==> src/rtl/dijkstra_controller_pkg.sv <==
// rtl/dijkstra_controller_pkg.sv - shared widths, sentinels and FSM state encoding for the shortest-path controller
package dijkstra_controller_pkg;

    localparam int DEFAULT_MAX_NODES   = 8;
    localparam int DEFAULT_INDEX_WIDTH = 4;
    localparam int DEFAULT_VALUE_WIDTH = 8;

    // Sentinels are all-ones at whatever width is in use.
    localparam logic [DEFAULT_INDEX_WIDTH-1:0] UNVISITED = '1;
    localparam logic [DEFAULT_VALUE_WIDTH-1:0] INFINITY  = '1;

    typedef enum logic [2:0] {
        ST_IDLE      = 3'd0,
        ST_INIT      = 3'd1,
        ST_SELECT    = 3'd2,
        ST_EDGE_REQ  = 3'd3,
        ST_EDGE_WAIT = 3'd4,
        ST_DONE      = 3'd5
    } state_e;

endpackage

==> src/rtl/dijkstra_controller_if.sv <==
// rtl/dijkstra_controller_if.sv - edge RAM and priority-queue access bundle between controller and storage
interface dijkstra_controller_if #(
    parameter int INDEX_WIDTH = 4,
    parameter int VALUE_WIDTH = 8
);
    logic                   edge_rd_en;
    logic [INDEX_WIDTH-1:0] edge_rd_src;
    logic [INDEX_WIDTH-1:0] edge_rd_dst;
    logic [VALUE_WIDTH-1:0] edge_weight;
    logic                   pq_reset;
    logic                   pq_set_en;
    logic [INDEX_WIDTH-1:0] pq_index;
    logic [VALUE_WIDTH-1:0] pq_wdata;
    logic [VALUE_WIDTH-1:0] pq_rdata;
    logic [INDEX_WIDTH-1:0] pq_min_index;
    logic [VALUE_WIDTH-1:0] pq_min_value;

    modport master (
        output edge_rd_en, edge_rd_src, edge_rd_dst, pq_reset, pq_set_en, pq_index, pq_wdata,
        input  edge_weight, pq_rdata, pq_min_index, pq_min_value
    );

    modport slave (
        input  edge_rd_en, edge_rd_src, edge_rd_dst, pq_reset, pq_set_en, pq_index, pq_wdata,
        output edge_weight, pq_rdata, pq_min_index, pq_min_value
    );
endinterface

==> src/rtl/dijkstra_controller_relax.sv <==
// rtl/dijkstra_controller_relax.sv - combinational edge relaxation: widened add, saturation and compare
module dijkstra_relax #(
    parameter int VALUE_WIDTH = 8
) (
    input  logic [VALUE_WIDTH-1:0] du,
    input  logic [VALUE_WIDTH-1:0] weight,
    input  logic [VALUE_WIDTH-1:0] cur,
    output logic                   relax,
    output logic [VALUE_WIDTH-1:0] new_dist
);
    localparam logic [VALUE_WIDTH:0] INF_WIDE = {1'b0, {VALUE_WIDTH{1'b1}}};

    logic [VALUE_WIDTH:0] sum;

    // The extra bit keeps an overflowing sum from wrapping into a small, bogus distance.
    always_comb begin
        sum      = {1'b0, du} + {1'b0, weight};
        relax    = ({1'b0, weight} != INF_WIDE) && (sum < INF_WIDE) && (sum < {1'b0, cur});
        new_dist = (sum >= INF_WIDE) ? INF_WIDE[VALUE_WIDTH-1:0] : sum[VALUE_WIDTH-1:0];
    end
endmodule

==> src/rtl/dijkstra_controller.sv <==
// rtl/dijkstra_controller.sv - single-source shortest-path FSM over a priority queue and edge RAM
// Optional early exit at the target node: DIJKSTRA_EARLY_EXIT_EN
module dijkstra_controller
    import dijkstra_controller_pkg::*;
#(
    parameter int MAX_NODES   = DEFAULT_MAX_NODES,
    parameter int INDEX_WIDTH = DEFAULT_INDEX_WIDTH,
    parameter int VALUE_WIDTH = DEFAULT_VALUE_WIDTH
) (
    input  logic                             clock,
    input  logic                             reset,
    input  logic                             start,
    input  logic [INDEX_WIDTH-1:0]           source,
    input  logic [INDEX_WIDTH-1:0]           target,
    output logic                             busy,
    output logic                             done,
    dijkstra_controller_if.master            bus,
    output logic [INDEX_WIDTH*MAX_NODES-1:0] prev_vector_flattened
);
    localparam logic [INDEX_WIDTH-1:0] UNVISITED_W = {INDEX_WIDTH{1'b1}};
    localparam logic [VALUE_WIDTH-1:0] INFINITY_W  = {VALUE_WIDTH{1'b1}};
    localparam logic [INDEX_WIDTH-1:0] LAST_NODE   = INDEX_WIDTH'(MAX_NODES - 1);
    localparam int                     CW          = $clog2(MAX_NODES + 1);
    localparam logic [CW-1:0]          NODE_COUNT  = CW'(MAX_NODES);

    state_e                 state_q, state_d;
    logic [MAX_NODES-1:0]   visited_q, visited_d;
    logic [INDEX_WIDTH-1:0] pred_q [MAX_NODES];
    logic [INDEX_WIDTH-1:0] pred_d [MAX_NODES];
    logic [INDEX_WIDTH-1:0] src_q, src_d;
    logic [INDEX_WIDTH-1:0] u_q, u_d;
    logic [VALUE_WIDTH-1:0] du_q, du_d;
    logic [INDEX_WIDTH-1:0] v_q, v_d;
    logic [CW-1:0]          count_q, count_d;
`ifdef DIJKSTRA_EARLY_EXIT_EN
    logic [INDEX_WIDTH-1:0] target_q, target_d;
`else
    logic                   target_unused;
    assign target_unused = ^target;
`endif

    logic                   relax;
    logic [VALUE_WIDTH-1:0] new_dist;
    logic                   start_ok;
    logic                   v_visited;
    logic                   advance;

    dijkstra_relax #(.VALUE_WIDTH(VALUE_WIDTH)) u_relax (
        .du      (du_q),
        .weight  (bus.edge_weight),
        .cur     (bus.pq_rdata),
        .relax   (relax),
        .new_dist(new_dist)
    );

    always_comb begin
        state_d   = state_q;
        visited_d = visited_q;
        pred_d    = pred_q;
        src_d     = src_q;
        u_d       = u_q;
        du_d      = du_q;
        v_d       = v_q;
        count_d   = count_q;
`ifdef DIJKSTRA_EARLY_EXIT_EN
        target_d  = target_q;
`endif
        bus.edge_rd_en  = 1'b0;
        bus.edge_rd_src = u_q;
        bus.edge_rd_dst = v_q;
        bus.pq_reset    = 1'b0;
        bus.pq_set_en   = 1'b0;
        bus.pq_index    = v_q;
        bus.pq_wdata    = new_dist;
        advance         = 1'b0;

        start_ok  = start && (source < INDEX_WIDTH'(MAX_NODES));
        v_visited = 1'b0;
        for (int j = 0; j < MAX_NODES; j++) begin
            if (v_q == INDEX_WIDTH'(j)) v_visited = visited_q[j];
        end

        unique case (state_q)
            ST_IDLE, ST_DONE: begin
                if (start_ok) begin
                    src_d     = source;
`ifdef DIJKSTRA_EARLY_EXIT_EN
                    target_d  = target;
`endif
                    visited_d = '0;
                    count_d   = '0;
                    state_d   = ST_INIT;
                end
            end
            ST_INIT: begin
                bus.pq_reset = 1'b1;
                bus.pq_index = src_q;
                for (int j = 0; j < MAX_NODES; j++) begin
                    if (src_q == INDEX_WIDTH'(j)) pred_d[j] = src_q;
                end
                state_d = ST_SELECT;
            end
            ST_SELECT: begin
                if (count_q == NODE_COUNT || bus.pq_min_value == INFINITY_W) begin
                    state_d = ST_DONE;
                end else begin
                    u_d     = bus.pq_min_index;
                    du_d    = bus.pq_min_value;
                    count_d = count_q + CW'(1);
                    v_d     = '0;
                    for (int j = 0; j < MAX_NODES; j++) begin
                        if (bus.pq_min_index == INDEX_WIDTH'(j)) visited_d[j] = 1'b1;
                    end
                    state_d = ST_EDGE_REQ;
`ifdef DIJKSTRA_EARLY_EXIT_EN
                    if (bus.pq_min_index == target_q) state_d = ST_DONE;
`endif
                end
            end
            ST_EDGE_REQ: begin
                if (v_q == u_q || v_visited) begin
                    advance = 1'b1;
                end else begin
                    bus.edge_rd_en = 1'b1;
                    state_d        = ST_EDGE_WAIT;
                end
            end
            ST_EDGE_WAIT: begin
                if (relax) begin
                    bus.pq_set_en = 1'b1;
                    for (int j = 0; j < MAX_NODES; j++) begin
                        if (v_q == INDEX_WIDTH'(j)) pred_d[j] = u_q;
                    end
                end
                advance = 1'b1;
            end
            default: state_d = ST_IDLE;
        endcase

        // v stops at the last node rather than wrapping back to zero.
        if (advance) begin
            if (v_q == LAST_NODE) begin
                state_d = ST_SELECT;
            end else begin
                v_d     = v_q + INDEX_WIDTH'(1);
                state_d = ST_EDGE_REQ;
            end
        end

        busy = (state_q != ST_IDLE) && (state_q != ST_DONE);
        done = (state_q == ST_DONE);
    end

    always_comb begin
        prev_vector_flattened = '0;
        for (int j = 0; j < MAX_NODES; j++) begin
            prev_vector_flattened[j*INDEX_WIDTH +: INDEX_WIDTH] = visited_q[j] ? pred_q[j] : UNVISITED_W;
        end
    end

    always_ff @(posedge clock) begin
        if (!reset) begin
            state_q   <= ST_IDLE;
            visited_q <= '0;
            pred_q    <= '{default: '0};
            src_q     <= '0;
            u_q       <= '0;
            du_q      <= '0;
            v_q       <= '0;
            count_q   <= '0;
`ifdef DIJKSTRA_EARLY_EXIT_EN
            target_q  <= '0;
`endif
        end else begin
            state_q   <= state_d;
            visited_q <= visited_d;
            pred_q    <= pred_d;
            src_q     <= src_d;
            u_q       <= u_d;
            du_q      <= du_d;
            v_q       <= v_d;
            count_q   <= count_d;
`ifdef DIJKSTRA_EARLY_EXIT_EN
            target_q  <= target_d;
`endif
        end
    end
endmodule
==> src/flat_wrapper.sv <==
// flat-port wrapper written by rule: the top's interface ports become plain ports
module dijkstra_controller_flat import dijkstra_controller_pkg::*;
#(
    parameter int MAX_NODES   = DEFAULT_MAX_NODES,
    parameter int INDEX_WIDTH = DEFAULT_INDEX_WIDTH,
    parameter int VALUE_WIDTH = DEFAULT_VALUE_WIDTH
)
  (clock, reset, start, source, target, busy, done, prev_vector_flattened, bus_edge_rd_en, bus_edge_rd_src, bus_edge_rd_dst, bus_pq_reset, bus_pq_set_en, bus_pq_index, bus_pq_wdata, bus_edge_weight, bus_pq_rdata, bus_pq_min_index, bus_pq_min_value);
  dijkstra_controller_if #(.INDEX_WIDTH(INDEX_WIDTH), .VALUE_WIDTH(VALUE_WIDTH)) bus_i ();
  input  logic clock;
  input  logic reset;
  input  logic start;
  input  logic [INDEX_WIDTH-1:0] source;
  input  logic [INDEX_WIDTH-1:0] target;
  output logic busy;
  output logic done;
  output logic [INDEX_WIDTH*MAX_NODES-1:0] prev_vector_flattened;
  output wire logic [$bits(bus_i.edge_rd_en)-1:0] bus_edge_rd_en;
  output wire logic [$bits(bus_i.edge_rd_src)-1:0] bus_edge_rd_src;
  output wire logic [$bits(bus_i.edge_rd_dst)-1:0] bus_edge_rd_dst;
  output wire logic [$bits(bus_i.pq_reset)-1:0] bus_pq_reset;
  output wire logic [$bits(bus_i.pq_set_en)-1:0] bus_pq_set_en;
  output wire logic [$bits(bus_i.pq_index)-1:0] bus_pq_index;
  output wire logic [$bits(bus_i.pq_wdata)-1:0] bus_pq_wdata;
  input wire logic [$bits(bus_i.edge_weight)-1:0] bus_edge_weight;
  input wire logic [$bits(bus_i.pq_rdata)-1:0] bus_pq_rdata;
  input wire logic [$bits(bus_i.pq_min_index)-1:0] bus_pq_min_index;
  input wire logic [$bits(bus_i.pq_min_value)-1:0] bus_pq_min_value;
  assign bus_edge_rd_en = bus_i.edge_rd_en;
  assign bus_edge_rd_src = bus_i.edge_rd_src;
  assign bus_edge_rd_dst = bus_i.edge_rd_dst;
  assign bus_pq_reset = bus_i.pq_reset;
  assign bus_pq_set_en = bus_i.pq_set_en;
  assign bus_pq_index = bus_i.pq_index;
  assign bus_pq_wdata = bus_i.pq_wdata;
  assign bus_i.edge_weight = bus_edge_weight;
  assign bus_i.pq_rdata = bus_pq_rdata;
  assign bus_i.pq_min_index = bus_pq_min_index;
  assign bus_i.pq_min_value = bus_pq_min_value;
  dijkstra_controller #(.MAX_NODES(MAX_NODES), .INDEX_WIDTH(INDEX_WIDTH), .VALUE_WIDTH(VALUE_WIDTH)) u_core (.clock(clock), .reset(reset), .start(start), .source(source), .target(target), .busy(busy), .done(done), .bus(bus_i), .prev_vector_flattened(prev_vector_flattened));
endmodule
==> config.mk <==
export PLATFORM = sky130hd
export DESIGN_NAME = dijkstra_controller_flat
export DESIGN_NICKNAME = d
export VERILOG_FILES = /design/src/rtl/dijkstra_controller_pkg.sv /design/src/rtl/dijkstra_controller_if.sv /design/src/rtl/dijkstra_controller_relax.sv /design/src/rtl/dijkstra_controller.sv /design/src/flat_wrapper.sv
export SDC_FILE = /design/constraint.sdc
export NUM_CORES = 1
export LEC_CHECK = 0
export ABC_AREA = 1
export BUFFER_PORTS_ARGS = -buffer_cell sky130_fd_sc_hd__buf_4
export CORE_MARGIN = 2
export CORE_UTILIZATION = 35
export CTS_BUF_LIST = sky130_fd_sc_hd__clkbuf_4 sky130_fd_sc_hd__clkbuf_8
export DETAILED_ROUTE_END_ITERATION = 16
export GPL_TIMING_DRIVEN = 0
export PLACE_DENSITY = 0.52
export SYNTH_ARGS = -nofsm -noshare
export SYNTH_HDL_FRONTEND = slang
export SYNTH_SLANG_ARGS = --single-unit
==> constraint.sdc <==
create_clock -name clock -period 4.64 [get_ports clock]
set_input_delay 0.928 -clock clock [delete_from_list [all_inputs] [get_ports clock]]
set_output_delay 0.928 -clock clock [all_outputs]
set_load 0.02 [all_outputs]
# After elaboration in Yosys (flattened, before gate mapping)
# Cells that the tools add are included.
# word_totals
regBits	67
latch_bits	0
ram_bits	0
romBits	0
output_inout_bits	57
wordCells	192
mem_count	0
# op_classes
add_sub_neg	3
n_mul	0
div	0
order_cmp	4
eq_ne	61
shifts	0
mux	67
bitwise	1
reduce_logical	34
# ops
cell	count
2-to-1 mux 4 bit	31
one-hot mux 32 bit (2 select lines)	1
AND reduction 4 bit	16
!= test 2 x 1 -> 1 bit, second input constant	27
== test 4 x 3 -> 1 bit, second input constant	12
2-to-1 mux 32 bit	1
== test 4 x 2 -> 1 bit, second input constant	6
2-to-1 mux 8 bit	3
2-to-1 mux 1 bit	23
one-hot mux 8 bit (2 select lines)	1
one-hot mux 3 bit (5 select lines)	1
== test 4 x 1 -> 1 bit, second input constant	3
logical NOT 4 bit	3
2-to-1 mux 3 bit	4
adder 8 x 8 -> 9 bit	1
greater-or-equal comparator 9 x 8 -> 1 bit, second input constant	1
less-than comparator 9 x 8 -> 1 bit	1
less-than comparator 9 x 8 -> 1 bit, second input constant	1
adder 4 x 1 -> 4 bit, second input constant	2
== test 8 bit, second input constant	1
!= test 8 bit, second input constant	1
one-hot mux 4 bit (2 select lines)	1
== test 3 x 2 -> 1 bit, second input constant	2
== test 3 bit, second input constant	2
other kinds (18)	25

# Logic depth before layout (Yosys ltp)
# logic_depth
word_depth	14
ltp_mapped	25
ltp_nobuf	23

# By module
# A second synthesis with hierarchy kept.
# hier_totals
cells_unflattened	589
area_unflattened_um2	4068.9
# by_module_without_submodules
module	n_inst	cells_per_inst	area_each_um2
dijkstra_controller	1	465	3334.4
dijkstra_relax	1	124	734.5

# Worst setup path before layout
# No wires, ideal clock.
# synth_path
path_type	input-to-output
start	input port bus_edge_weight[0]
end	output port bus_pq_set_en
arrival_time_ns	2.990
required_ns	3.712
slack_ns	0.722
cell_stages	18
cell_sequence	ha_1 -> fa_1 -> nand3_1 -> nand3_1 -> nand2_1 -> inv_1 -> ha_1 -> nand3_1 -> nor2_1 -> nor2_1 -> nand2_1 -> nand2_1 -> nand2_1 -> nand2_1 -> nand2_1 -> a21oi_1 -> nand3_2 -> inv_1
# synth_between
elab_chain_cells	6
elab_cells_between_ends	8
classes_between	add/sub: 1; order compare: 2; eq/ne: 1; mux: 2; reduce/logical: 2
# synth_rtl
element	line	source
start: declaration	flat_wrapper.sv:25	input wire logic [$bits(bus_i.edge_weight)-1:0] bus_edge_weight;
adder 8 x 8 -> 9 bit	dijkstra_controller_relax.sv:17	sum = {1'b0, du} + {1'b0, weight};
less-than comparator 9 x 8 -> 1 bit	dijkstra_controller_relax.sv:18	relax = ({1'b0, weight} != INF_WIDE) && (sum < INF_WIDE) && (sum < {1'b0, cur});
logical AND 1 bit	dijkstra_controller_relax.sv:18	
logical AND 1 bit (*)	dijkstra_controller_relax.sv:18	
2-to-1 mux 1 bit (*)	dijkstra_controller.sv:129	if (relax) begin
2-to-1 mux 1 bit (*)	dijkstra_controller.sv:83	unique case (state_q)
end: declaration	flat_wrapper.sv:22	output wire logic [$bits(bus_i.pq_set_en)-1:0] bus_pq_set_en;
# Mark *: on every way between the ends. The rest lies on a longest branch, timed or not.

# Worst setup path after layout
# Ends and elaborated chain as after synthesis.

==> reports/metrics.csv <==
stage,metric,value,unit
outcome,outcome,"complete, no violations",
setup_path,r2r_end,u_core.pred_q[30],
global_routing,grt-ovfl-total,0,
logic_synthesis,post_synth.cell_area_avg,6.50,um2
timing,post-route-period-util,0.927,
timing,final_hold_viol_count,0,
die,row_count,39,
die,initial_utilization,0.363,
clock_network,post_cts_resized,0,
finish,number_of_nets_at_the_end_of_the_flow,805,
setup_path,timing_worst_setup_path_type,in -> out,
setup_path,timing.critical_path.required,3.71,ns
timing,grt_setup_unrepaired,false,
route,route.vias.total,4421,
pwr,fin_total_pwr,2440,uW
pwr,relative_contribution_of_combinational_cells_to_total_power,0.464,
finish,instances_no_fill,892,
setup_path,timing.critical_path.arrival,3.37,ns
pwr,p_int,1400,uW
global_routing,track_usage,0.203,
route,avgViaCountPerCell,4.96,
die,horiz_die_dim,113,um
logic_synthesis,synth.area.top_cells,"sky130_fd_sc_hd__dfxtp_1, sky130_fd_sc_hd__nand2_1, sky130_fd_sc_hd__a21oi_1, sky130_fd_sc_hd__nand3_1, sky130_fd_sc_hd__inv_1",
finish,most-common-layout-cells,"sky130_fd_sc_hd__nand2_1, sky130_fd_sc_hd__buf_4, sky130_fd_sc_hd__inv_1, sky130_fd_sc_hd__a21oi_1, sky130_fd_sc_hd__dfxtp_1",
setup_path,rrSetupSlack,1.47,ns
pwr,power.share.sequential,0.326,
die,core,11500,um2
pwr,sw_frac_of_total,0.427,
pwr,peakVddDrop,0.185,mV
logic_synthesis,synth-seq-area-share,0.321,
setup_path,worst-r2r-cell-count,21,
route,detail_route.first_pass.iterations,5,
setup_path,worstPathMaxFanout,3,
timing,finalSetupTns,0,ns
global_routing,grt_pass1_wl,20.7,mm
pwr,power_per_cell_area,465,nW/um2
finish,finished_core_util,0.455,
place,gp_congestion,0.861,
setup_path,endpoint,bus_pq_set_en,
clock_network,cts-htree-levels,3,
pwr,switching_power,1040,uW
logic_synthesis,synth_top_cell_by_area,sky130_fd_sc_hd__dfxtp_1,
logic_synthesis,synth_enable_flop_cells,0,
place,dp.final_hpwl,9.93,mm
timing,worst_pin_slew,0.887,ns
route,drtIter0Drc,237,
pwr,power.share.clock,0.211,
timing,setup_viol,0,
timing,finalWorstPathRequiredPeriod,4.30,ns
logic_synthesis,post_synth_inst_count,643,
global_routing,first_global_vias,4237,
finish,final_layout_size_suffix_gt1_frac,0.226,
route,route.detailed.drc,0,
setup_path,startpoint,bus_edge_weight[0],
logic_synthesis,ys_ff_latch,67,
setup_path,kind_of_start_point_of_the_critical_path,input port,
job,drv.max_cap_violation_count,0,
logic_synthesis,post-synth-top-area-fraction,0.321,
global_routing,grt_start_max_net_pins,13,
setup_path,worstSetupEndpointType,output port,
place,port-buffer-count,90,
die,fp.dieH,113,um
clock_network,cts_hold_buffers,0,
finish,most_common_library_cell_in_the_layout_ignoring_fill_and_taps,sky130_fd_sc_hd__nand2_1,
timing,slew_headroom,0.405,
clock_network,clock_sinks,67,
timing,clock-skew-final,0.0143,ns
logic_synthesis,synth.lib_cells_used.distinct,33,
logic_synthesis,synthFlopType,sky130_fd_sc_hd__dfxtp_1,
min_path,worst_hold_path_type,reg -> reg,
timing,drv_slew,0,
route,antenna_left,0,
global_routing,initial_antenna_violation_count,0,
route,routedWlPerCell,14.1,um
timing,maxClockFrequency,233,MHz
place,placed_instances,876,
finish,syn2layout_area_growth,25.4,%
clock_network,clock_tree.buffer_depth,2,
clock_network,cts_root_buffer,sky130_fd_sc_hd__clkbuf_8,
logic_synthesis,synth.cell_area,4180,um2
pwr,cellLeakagePower,0.00239,uW
clock_network,post_cts_repair_timing_setup_buffer_count,0,
die,design.die.area,12800,um2
route,routed_wirelength,12.6,mm
logic_synthesis,syn_nets,704,
die,num_io_pins,96,
clock_network,clk_transition_reported_paths,0.07,ns
clock_network,tritoncts,built,
min_path,min_from,u_core.du_q[6],
clock_network,clock_latency_reported_for_the_late_side_of_the_worst_skew_pair,0.36,ns
finish,num_antenna_cells,0,
clock_network,cts_inserted_buffers,9,
setup_path,worstReg2RegStart,u_core.du_q[0],
logic_synthesis,async_reset_ff_frac,0,
logic_synthesis,synth_warnings,0,
worst max-delay path: stages:
cell                      delay, ns
sky130_fd_sc_hd__buf_4         0.11
sky130_fd_sc_hd__ha_1          0.23
sky130_fd_sc_hd__fa_1          0.43
sky130_fd_sc_hd__xnor2_1       0.32
sky130_fd_sc_hd__inv_1         0.08
sky130_fd_sc_hd__ha_1          0.29
sky130_fd_sc_hd__nand2_1       0.07
sky130_fd_sc_hd__a21oi_1       0.06
sky130_fd_sc_hd__nor2_1        0.09
sky130_fd_sc_hd__nand2_1       0.06
sky130_fd_sc_hd__nand2_1       0.05
sky130_fd_sc_hd__nand2_1       0.04
sky130_fd_sc_hd__nand2_1       0.05
sky130_fd_sc_hd__nand2_1       0.04
sky130_fd_sc_hd__a21oi_1       0.20
sky130_fd_sc_hd__nand3_2       0.11
sky130_fd_sc_hd__inv_1         0.08
sky130_fd_sc_hd__buf_4         0.14
Yosys cell counts, types with 2 or more instances:
library cell / instances
sky130_fd_sc_hd__a21oi_1: 71
sky130_fd_sc_hd__a31oi_1: 2
sky130_fd_sc_hd__buf_1: 2
sky130_fd_sc_hd__buf_2: 5
sky130_fd_sc_hd__buf_6: 5
sky130_fd_sc_hd__clkbuf_1: 9
sky130_fd_sc_hd__dfxtp_1: 67
sky130_fd_sc_hd__ha_1: 21
sky130_fd_sc_hd__inv_1: 73
sky130_fd_sc_hd__inv_2: 10
sky130_fd_sc_hd__nand2_1: 153
sky130_fd_sc_hd__nand2_2: 2
sky130_fd_sc_hd__nand3_1: 66
sky130_fd_sc_hd__nand3_2: 2
sky130_fd_sc_hd__nand3b_1: 2
sky130_fd_sc_hd__nand4_1: 8
sky130_fd_sc_hd__nor2_1: 58
sky130_fd_sc_hd__nor2_2: 3
sky130_fd_sc_hd__nor3_1: 7
sky130_fd_sc_hd__o21ai_0: 25
sky130_fd_sc_hd__o21ai_1: 4
sky130_fd_sc_hd__or2_2: 33
sky130_fd_sc_hd__xnor2_1: 5
power groups by stage:
stage               combinational [uW]  sequential [uW]  clock, uW
floorplan                          788              796          0
global placement                  1110              803          0
detailed placement                1130              806          0
CTS                               1130              794        525
global route                      1270              810        548
finish                            1130              793        513
final cells by class:
type	count	area, um2
buffer	21	123
inverter	83	312
clock inverter	5	62.6
fill	1210	6270
clock buffer	11	145
timing repair buffer	90	676
tap	143	179
sequential	67	1340
multi-input combinational	472	2410
state kept, by name, summed over array words and instances, names as in the netlist:
| signal | count |
|---|---|
| u_core.bus.edge_rd_src | 4 |
| u_core.bus.edge_rd_dst | 4 |
| u_core.pred_q | 32 |
| u_core.visited_q | 8 |
| u_core.du_q | 8 |
| u_core.state_q | 3 |
| u_core.count_q | 4 |
| u_core.src_q | 4 |
worst min-delay path by stage:
stage	end	slack [ns]	cells past startpoint
global placement	u_core.pred_q[10]	0.46	2
global route	u_core.du_q[7]	0.50	2
floorplan	u_core.pred_q[0]	0.44	2
CTS	u_core.du_q[4]	0.48	2
detailed placement	u_core.pred_q[14]	0.46	2
finish	u_core.du_q[6]	0.47	2
through the flow:
step	setup WS [ns]	hold slack (ns)	instance area, um2
after floorplan	0.722	0.444	4180
after global placement	0.347	0.456	5040
after detailed placement	0.328	0.463	5040
after CTS	0.331	0.476	5240
after global routing	0.0880	0.500	5240
final	0.339	0.471	5240
cell families (layout without fill, tap and decap cells):
kind of cell	after synthesis	in the layout	synth area share
AOI/OAI and AO/OA	104	104	0.127
DFF	67	67	0.321
and+or+nand+nor	340	340	0.369
adders and majority gates	22	22	0.0676
buffers and inverters	104	210	0.104
xor gates and xnor gates	6	6	0.0126
per-layer routing:
layer / vias up / track usage / part of all wire
li1: 2272 / - / -
met1: 2020 / 0.273 / 0.49
met2: 111 / 0.325 / 0.44
met3: 18 / 0.0450 / 0.046
met4: 0 / 0.0634 / 0.016
met5: - / 0 / 0
No activity file was read; power rests on OpenSTA's default activity.
